### src/rtl/imem_prefetch_buffer.sv
// Sequential instruction prefetcher: DEPTH-entry PC/instr FIFO fed by a
// req/ready memory master, with redirect flush and in-flight drop.
module imem_prefetch_buffer #(
  parameter int              XLEN     = 32,
  parameter int              DEPTH    = 4,
  parameter logic [XLEN-1:0] RESET_PC = '0
) (
  input  logic                     clk,
  input  logic                     rst,
  input  logic                     redirect_valid,
  input  logic [XLEN-1:0]          redirect_pc,
  output logic                     fetch_valid,
  output logic [XLEN-1:0]          fetch_instr,
  output logic [XLEN-1:0]          fetch_pc,
  input  logic                     fetch_ready,
  output logic                     mem_req,
  output logic [XLEN-1:0]          mem_addr,
  input  logic [XLEN-1:0]          mem_rdata,
  input  logic                     mem_ready,
  output logic [$clog2(DEPTH):0]   occupancy
);

  localparam int AW = $clog2(DEPTH);
  localparam logic [AW:0] FULL = (AW+1)'(DEPTH);

  typedef enum logic [1:0] {
    IDLE,
    REQ,
    DROP
  } state_t;

  state_t state;
  state_t state_nxt;

  logic [XLEN-1:0] pc_mem  [DEPTH];
  logic [XLEN-1:0] ins_mem [DEPTH];
  logic [AW-1:0]   head;
  logic [AW-1:0]   tail;
  logic [XLEN-1:0] next_pc;
  logic [XLEN-1:0] next_pc_nxt;
  logic [AW:0]     occ_nxt;
  logic            done;
  logic            push;
  logic            pop;
  logic            room;
  logic            unused_pc_bits;

  assign unused_pc_bits = ^redirect_pc[1:0];

  always_ff @(posedge clk or posedge rst) begin
    if (rst) begin
      state <= IDLE;
    end else begin
      state <= state_nxt;
    end
  end

  always_comb begin
    state_nxt = state;
    unique case (state)
      IDLE: begin
        if (!redirect_valid && room) begin
          state_nxt = REQ;
        end
      end
      REQ: begin
        if (redirect_valid) begin
          state_nxt = done ? IDLE : DROP;
        end else if (done) begin
          state_nxt = room ? REQ : IDLE;
        end
      end
      DROP: begin
        if (done) begin
          state_nxt = IDLE;
        end
      end
      default: state_nxt = IDLE;
    endcase
  end

  // room is judged on next occupancy so a slot freed by a pop
  // can be reserved again in the same cycle
  always_comb begin
    done = mem_req & mem_ready;
    push = done & (state == REQ) & ~redirect_valid;
    pop  = fetch_valid & fetch_ready & ~redirect_valid;
    occ_nxt = occupancy;
    if (redirect_valid) begin
      occ_nxt = '0;
    end else if (push && !pop) begin
      occ_nxt = occupancy + 1'b1;
    end else if (pop && !push) begin
      occ_nxt = occupancy - 1'b1;
    end
    room = occ_nxt < FULL;
    next_pc_nxt = next_pc;
    if (redirect_valid) begin
      next_pc_nxt = {redirect_pc[XLEN-1:2], 2'b00};
    end else if (push) begin
      next_pc_nxt = next_pc + XLEN'(4);
    end
  end

  always_ff @(posedge clk or posedge rst) begin
    if (rst) begin
      mem_req     <= 1'b0;
      mem_addr    <= RESET_PC;
      next_pc     <= RESET_PC;
      occupancy   <= '0;
      fetch_valid <= 1'b0;
      head        <= '0;
      tail        <= '0;
      for (int i = 0; i < DEPTH; i++) begin
        pc_mem[i]  <= '0;
        ins_mem[i] <= '0;
      end
    end else begin
      mem_req     <= (state_nxt != IDLE);
      occupancy   <= occ_nxt;
      fetch_valid <= (occ_nxt != '0);
      next_pc     <= next_pc_nxt;
      // a stalled request keeps its address, even across a redirect
      if (!(mem_req && !mem_ready)) begin
        mem_addr <= next_pc_nxt;
      end
      if (redirect_valid) begin
        head <= tail;
      end else begin
        if (push) begin
          pc_mem[tail]  <= next_pc;
          ins_mem[tail] <= mem_rdata;
          tail          <= tail + 1'b1;
        end
        if (pop) begin
          head <= head + 1'b1;
        end
      end
    end
  end

  assign fetch_pc    = pc_mem[head];
  assign fetch_instr = ins_mem[head];

endmodule
### config.mk
export PLATFORM = sky130hd
export DESIGN_NAME = imem_prefetch_buffer
export DESIGN_NICKNAME = d
export VERILOG_FILES = /design/src/rtl/imem_prefetch_buffer.sv
export SDC_FILE = /design/constraint.sdc
export NUM_CORES = 1
export LEC_CHECK = 0
export ABC_CLOCK_PERIOD_IN_PS = 13800
export CORE_MARGIN = 8
export CORE_UTILIZATION = 56
export DETAILED_ROUTE_END_ITERATION = 12
export GPL_ROUTABILITY_DRIVEN = 0
export GPL_TIMING_DRIVEN = 0
export HOLD_SLACK_MARGIN = 0.08
export PLACE_DENSITY = 0.82
export SYNTH_ARGS = -nofsm -noshare
export SYNTH_HDL_FRONTEND = slang
export SYNTH_SLANG_ARGS = --single-unit
### constraint.sdc
create_clock -name clk -period 13.8 [get_ports clk]
set_clock_uncertainty 0.15 [all_clocks]
set_input_delay 2.76 -clock clk [delete_from_list [all_inputs] [get_ports clk]]
set_output_delay 2.76 -clock clk [all_outputs]
set_load 0.005 [all_outputs]
* After elaboration in Yosys (flattened, before gate mapping)
Index checks and enable logic that the tools add are counted.
Cells by class: add/subtract/negate cells 5, order comparisons 4, equality and inequality tests 2, multiplexer cells 24, bitwise logic cells 8, reductions and logical operators 14
Operators with widths (number):
- $bwmux 128 | 2
- $mux 32 | 7
- $bmux 32 s2 | 2
- $demux 32 s2 | 1
- $add 32x3->32 const B | 1
- $mux 2 | 7
- $mux 3 | 3
- $ge 3x3->1 const B | 2
- $not 2->3 | 2
- $pmux 2 s3 | 1
- $and 1x1->1 | 5
- $logic_and 1x1->1 | 5
- $add 2x1->2 const B | 2
- $logic_not 1->1 | 4
- $reduce_bool 2->1 | 2
- $add 3x1->3 const B | 1
- $lt 3x1->1 const B | 1
- $lt 3x3->1 const B | 1
- $reduce_bool 3->1 | 1
- $sub 3x1->3 const B | 1
- $eq 2x1->1 const B | 1
- $eq 2x2->1 const B | 1
- $logic_not 2->1 | 1
- $reduce_and 2->1 | 1
- other kinds (2) | 2
Storage, ports and cells: register bits 331, input bits 69, output and inout port bits 101

* Longest topological paths before layout
word-level depth 14, gate-level depth with buffers 8, mapped depth without buffers 6

* Worst setup path before layout
No wires, ideal clock.
kind reg-to-output, start point register head[0], end point output port fetch_instr[21], data arrival time 1770 ps, required time 10890 ps, setup slack 9120 ps, cell stages (with the launch flop) 5, path buffers 3, cell sequence dfrtp_1 buf_2 buf_1 clkbuf_1 mux4_2
On the way: word-level cells in the longest chain between the ends 4
RTL lines:
- start, declared | line 37 | logic [AW-1:0] head;
- start signal, assigned | line 128 | head <= tail;
- start signal, assigned | line 136 | head <= head + 1'b1;
- $not 2->3 (not written as such) | line 143 | assign fetch_instr = ins_mem[head];
- $bmux 32 s2 | line 143
- $mux 32 (not written as such) (2 in series) | line 143
- end, declared | line 13 | output logic [XLEN-1:0] fetch_instr,
No other way between the ends. The select of a mux whose other input is x is not followed.

* Worst setup path in the final report
start point register head[0], end point output port fetch_instr[30]
The elaborated chain is that of the path after synthesis.

==> flow_metrics.py <==
metrics = {
    "placed_design": {
        "hpwlAfterDp_mm": 24.0,
        "dp_cells": 1505,
        "placed_area_um2": 16900,
        "numPortBuffers": 167,
    },
    "timing": {
        "setup_viol": 0,
        "max_freq_mhz": 162,
        "finalCriticalPeriod_ps": 6190,
        "finalCritPeriodShare": 0.448,
        "rsz0062_at_grt": "false",
        "whs_ps": 328,
        "relSlewSlack": 0.291,
        "max_slew.worst_pin.slew_ps": 1060,
        "slew_viol_final": 0,
        "hold_viol": 0,
    },
    "global_routing": {
        "gr-total-overflow": 0,
        "antenna_found_initial": 1,
        "grt_pass1_vias": 10100,
        "grt_usage": 0.225,
        "grt_pass1_wl_mm": 56.0,
        "grt_max_degree": 131,
    },
    "worst_setup_path": {
        "path_cells": "buf_2 -> buf_1 -> clkbuf_1 -> mux4_2 -> clkdlybuf4s50_1",
        "r2r_start": "state[1]",
        "crit_type": "register to output pin",
        "cp-startpoint": "head[0]",
        "crit_cells": 5,
        "rr_endpoint": "mem_addr[31]",
        "required_ps": 10890,
        "r2r.worst_path.cells": 6,
        "crit_path_max_fanout": 10,
        "critical_path.endpoint": "fetch_instr[30]",
        "critPathLaunchType": "register",
        "critPathSlowestCell": "buf_1",
        "crit_family": "buffers and inverters",
        "arrival_ps": 3280,
        "rrSetupSlack_ps": 10950,
        "cp_num_buf_inv": 4,
        "crit_path_end_kind": "output pin",
        "crit_path_max_incr_delay_ps": 630,
    },
    "cts": {
        "cts_hold_buf": 0,
        "path_clk_slew_ps": 60,
        "cts_tree": "yes",
        "clockBufferDepth": 3,
        "cts_resized": 0,
        "postCtsSetupBuffers": 0,
        "clock-root-buffer": "clkbuf_16",
        "cts_buffers": 35,
        "insertion_delay_ps": 510,
        "clock_sinks": 331,
        "htreeDepth": 2,
    },
    "synthesis": {
        "synthXorXnorAreaFrac": 0.0202,
        "synth_top_area_frac": 0.563,
        "syn_avg_cell_area_um2": 14.7,
        "synth-adder-area-share": 0.00595,
        "synth_compound_area_frac": 0.0271,
        "yosys.area_share.simple": 0.0571,
        "synthCells": 1001,
        "synth-edff-count": 0,
        "yosysWarnings": 0,
        "synthFlopType": "dfrtp_1",
        "synthArstFlopShare": 1.00,
        "synth.distinct_cells": 47,
        "synth_top_cells_by_count": "dfrtp_1, mux2_2, mux4_2",
        "synth_area_leader_cell": "dfrtp_1",
        "synth.area.mux_share": 0.303,
        "synth_most_common_cell": "dfrtp_1",
        "syn-cell-area_um2": 14700,
        "yosys-top-cells-area": "dfrtp_1, mux2_2, mux4_2",
        "syn_nets": 1077,
        "synth_top_family_by_area": "multiplexers",
        "yosysSeqAreaShare": 0.563,
        "synth-seq-cells": 331,
    },
    "power_and_ir_drop": {
        "peakVddDrop_uv": 117,
        "power_density_nw_per_um2": 203,
        "p_leak_nw": 8.11,
    },
    "floorplan": {
        "die_w_um": 178,
        "row_count": 59,
        "boundaryPins": 170,
        "core_um2": 25900,
        "chipHeight_um": 178,
        "start_util": 0.568,
        "die_area_um2": 31700,
    },
    "detailed_routing": {
        "wl_per_cell_um": 22.3,
        "vias": 9307,
        "via_per_inst": 5.94,
        "antenna_left": 0,
        "drt-initial-drc-count": 754,
        "drc": 0,
        "routed_wirelength_mm": 35.0,
        "drt_first_pass_iters": 5,
    },
    "run": {
        "max_cap_violations": 0,
    },
    "final_layout": {
        "area_delta_synth_final_pct": 22.3,
        "num-nets-final": 1283,
        "drive_gt1_frac": 0.344,
        "final_cells": 1567,
        "fin_area_um2": 18000,
        "final_util": 0.694,
    },
    "run_status": {
        "status": "finished clean",
    },
    "hold_path": {
        "hp-class": "register to register",
    },
}
-- stage by stage --
stage / power (mW) / setup WS (ps) / setup TNS, ps
finish: 3.66 / 7610 / 0
global route: 3.85 / 7370 / 0
CTS: 3.69 / 7520 / 0
detailed placement: 2.76 / 8060 / 0
global placement: 2.71 / -1990 / -648780
floorplan: 2.19 / 1720 / 0
-- worst min path at each step --
stage	to	cells after the start	from	slack [ps]
after floorplan	pc_mem[40]	2	pc_mem[40]	290
after global placement	mem_addr[3]	2	mem_addr[3]	300
after detailed placement	mem_addr[0]	2	mem_addr[0]	320
after CTS	mem_addr[0]	2	mem_addr[0]	330
after global routing	mem_addr[0]	2	mem_addr[0]	350
final	mem_addr[0]	2	mem_addr[0]	330
-- state kept, by name (all words and copies together), names as in the netlist --
signal	count
next_pc	32
mem_req	1
fetch_valid	1
occupancy	3
ins_mem	128
head	2
mem_addr	32
tail	2
pc_mem	128
state	2
-- cell usage in the layout (no fill, tap or decap), drive strengths merged, types with 2 or more instances in the layout --
| cell | n |
|---|---|
| dfrtp | 331 |
| mux2 | 267 |
| clkdlybuf4s50 | 167 |
| clkbuf | 92 |
| mux4 | 64 |
| nand2 | 56 |
| buf | 32 |
| o21ai | 24 |
| nor2 | 21 |
| and3 | 18 |
| xnor2 | 18 |
| xor2 | 16 |
| a21oi | 13 |
| a221o | 13 |
| nand4 | 11 |
| nand3 | 10 |
| nor3 | 10 |
| inv | 8 |
| clkinv | 8 |
| ha | 7 |
| nor4 | 6 |
| and4 | 4 |
| and2 | 3 |
| nand4b | 3 |
| nor2b | 3 |
| o31ai | 3 |
| clkinvlp | 3 |
| a31oi | 2 |
| o21a | 2 |
| nand2b | 2 |
| nand3b | 2 |
-- report_power, final --
part           internal [mW]  switching, mW
clock network          0.541          0.379
logic                  0.767          0.463
registers               1.32          0.191
-- tightest hold or removal path: stages, from the launching register on --
cell     delay (ps)
dfrtp_1         350
nand2_1          50
nand2_1          50
-- logic make-up (layout without fill, tap and decap cells) --
kind of cell / after synthesis / count (layout)
other: 0 / 1
buffers and inverters: 81 / 311
flip-flops: 331 / 331
AND/OR/NAND/NOR: 155 / 155
multiplexers: 332 / 332
adder cells (fa/ha/maj): 7 / 7
AO/OA/AOI/OAI: 61 / 61
XOR/XNOR: 34 / 34
-- cell type report --
cell class / instances / area (um^2)
Tap cell: 335 / 419
Inverter: 8 / 37.5
Clock buffer: 49 / 1030
Buffer: 73 / 313
Antenna cell: 1 / 2.50
Multi-Input combinational cell: 589 / 6080
Clock inverter: 12 / 100
Timing Repair Buffer: 169 / 1730
Sequential cell: 331 / 8280
Fill cell: 1756 / 7920
-- layer usage --
metal,share of wire,global-route usage,vias up
met5,0.00026,0,-
met1,0.43,0.303,4817
met2,0.47,0.364,317
met4,0.026,0.0615,2
met3,0.069,0.0538,71
li1,-,-,4100
No activity file was read; power rests on OpenSTA's default activity.
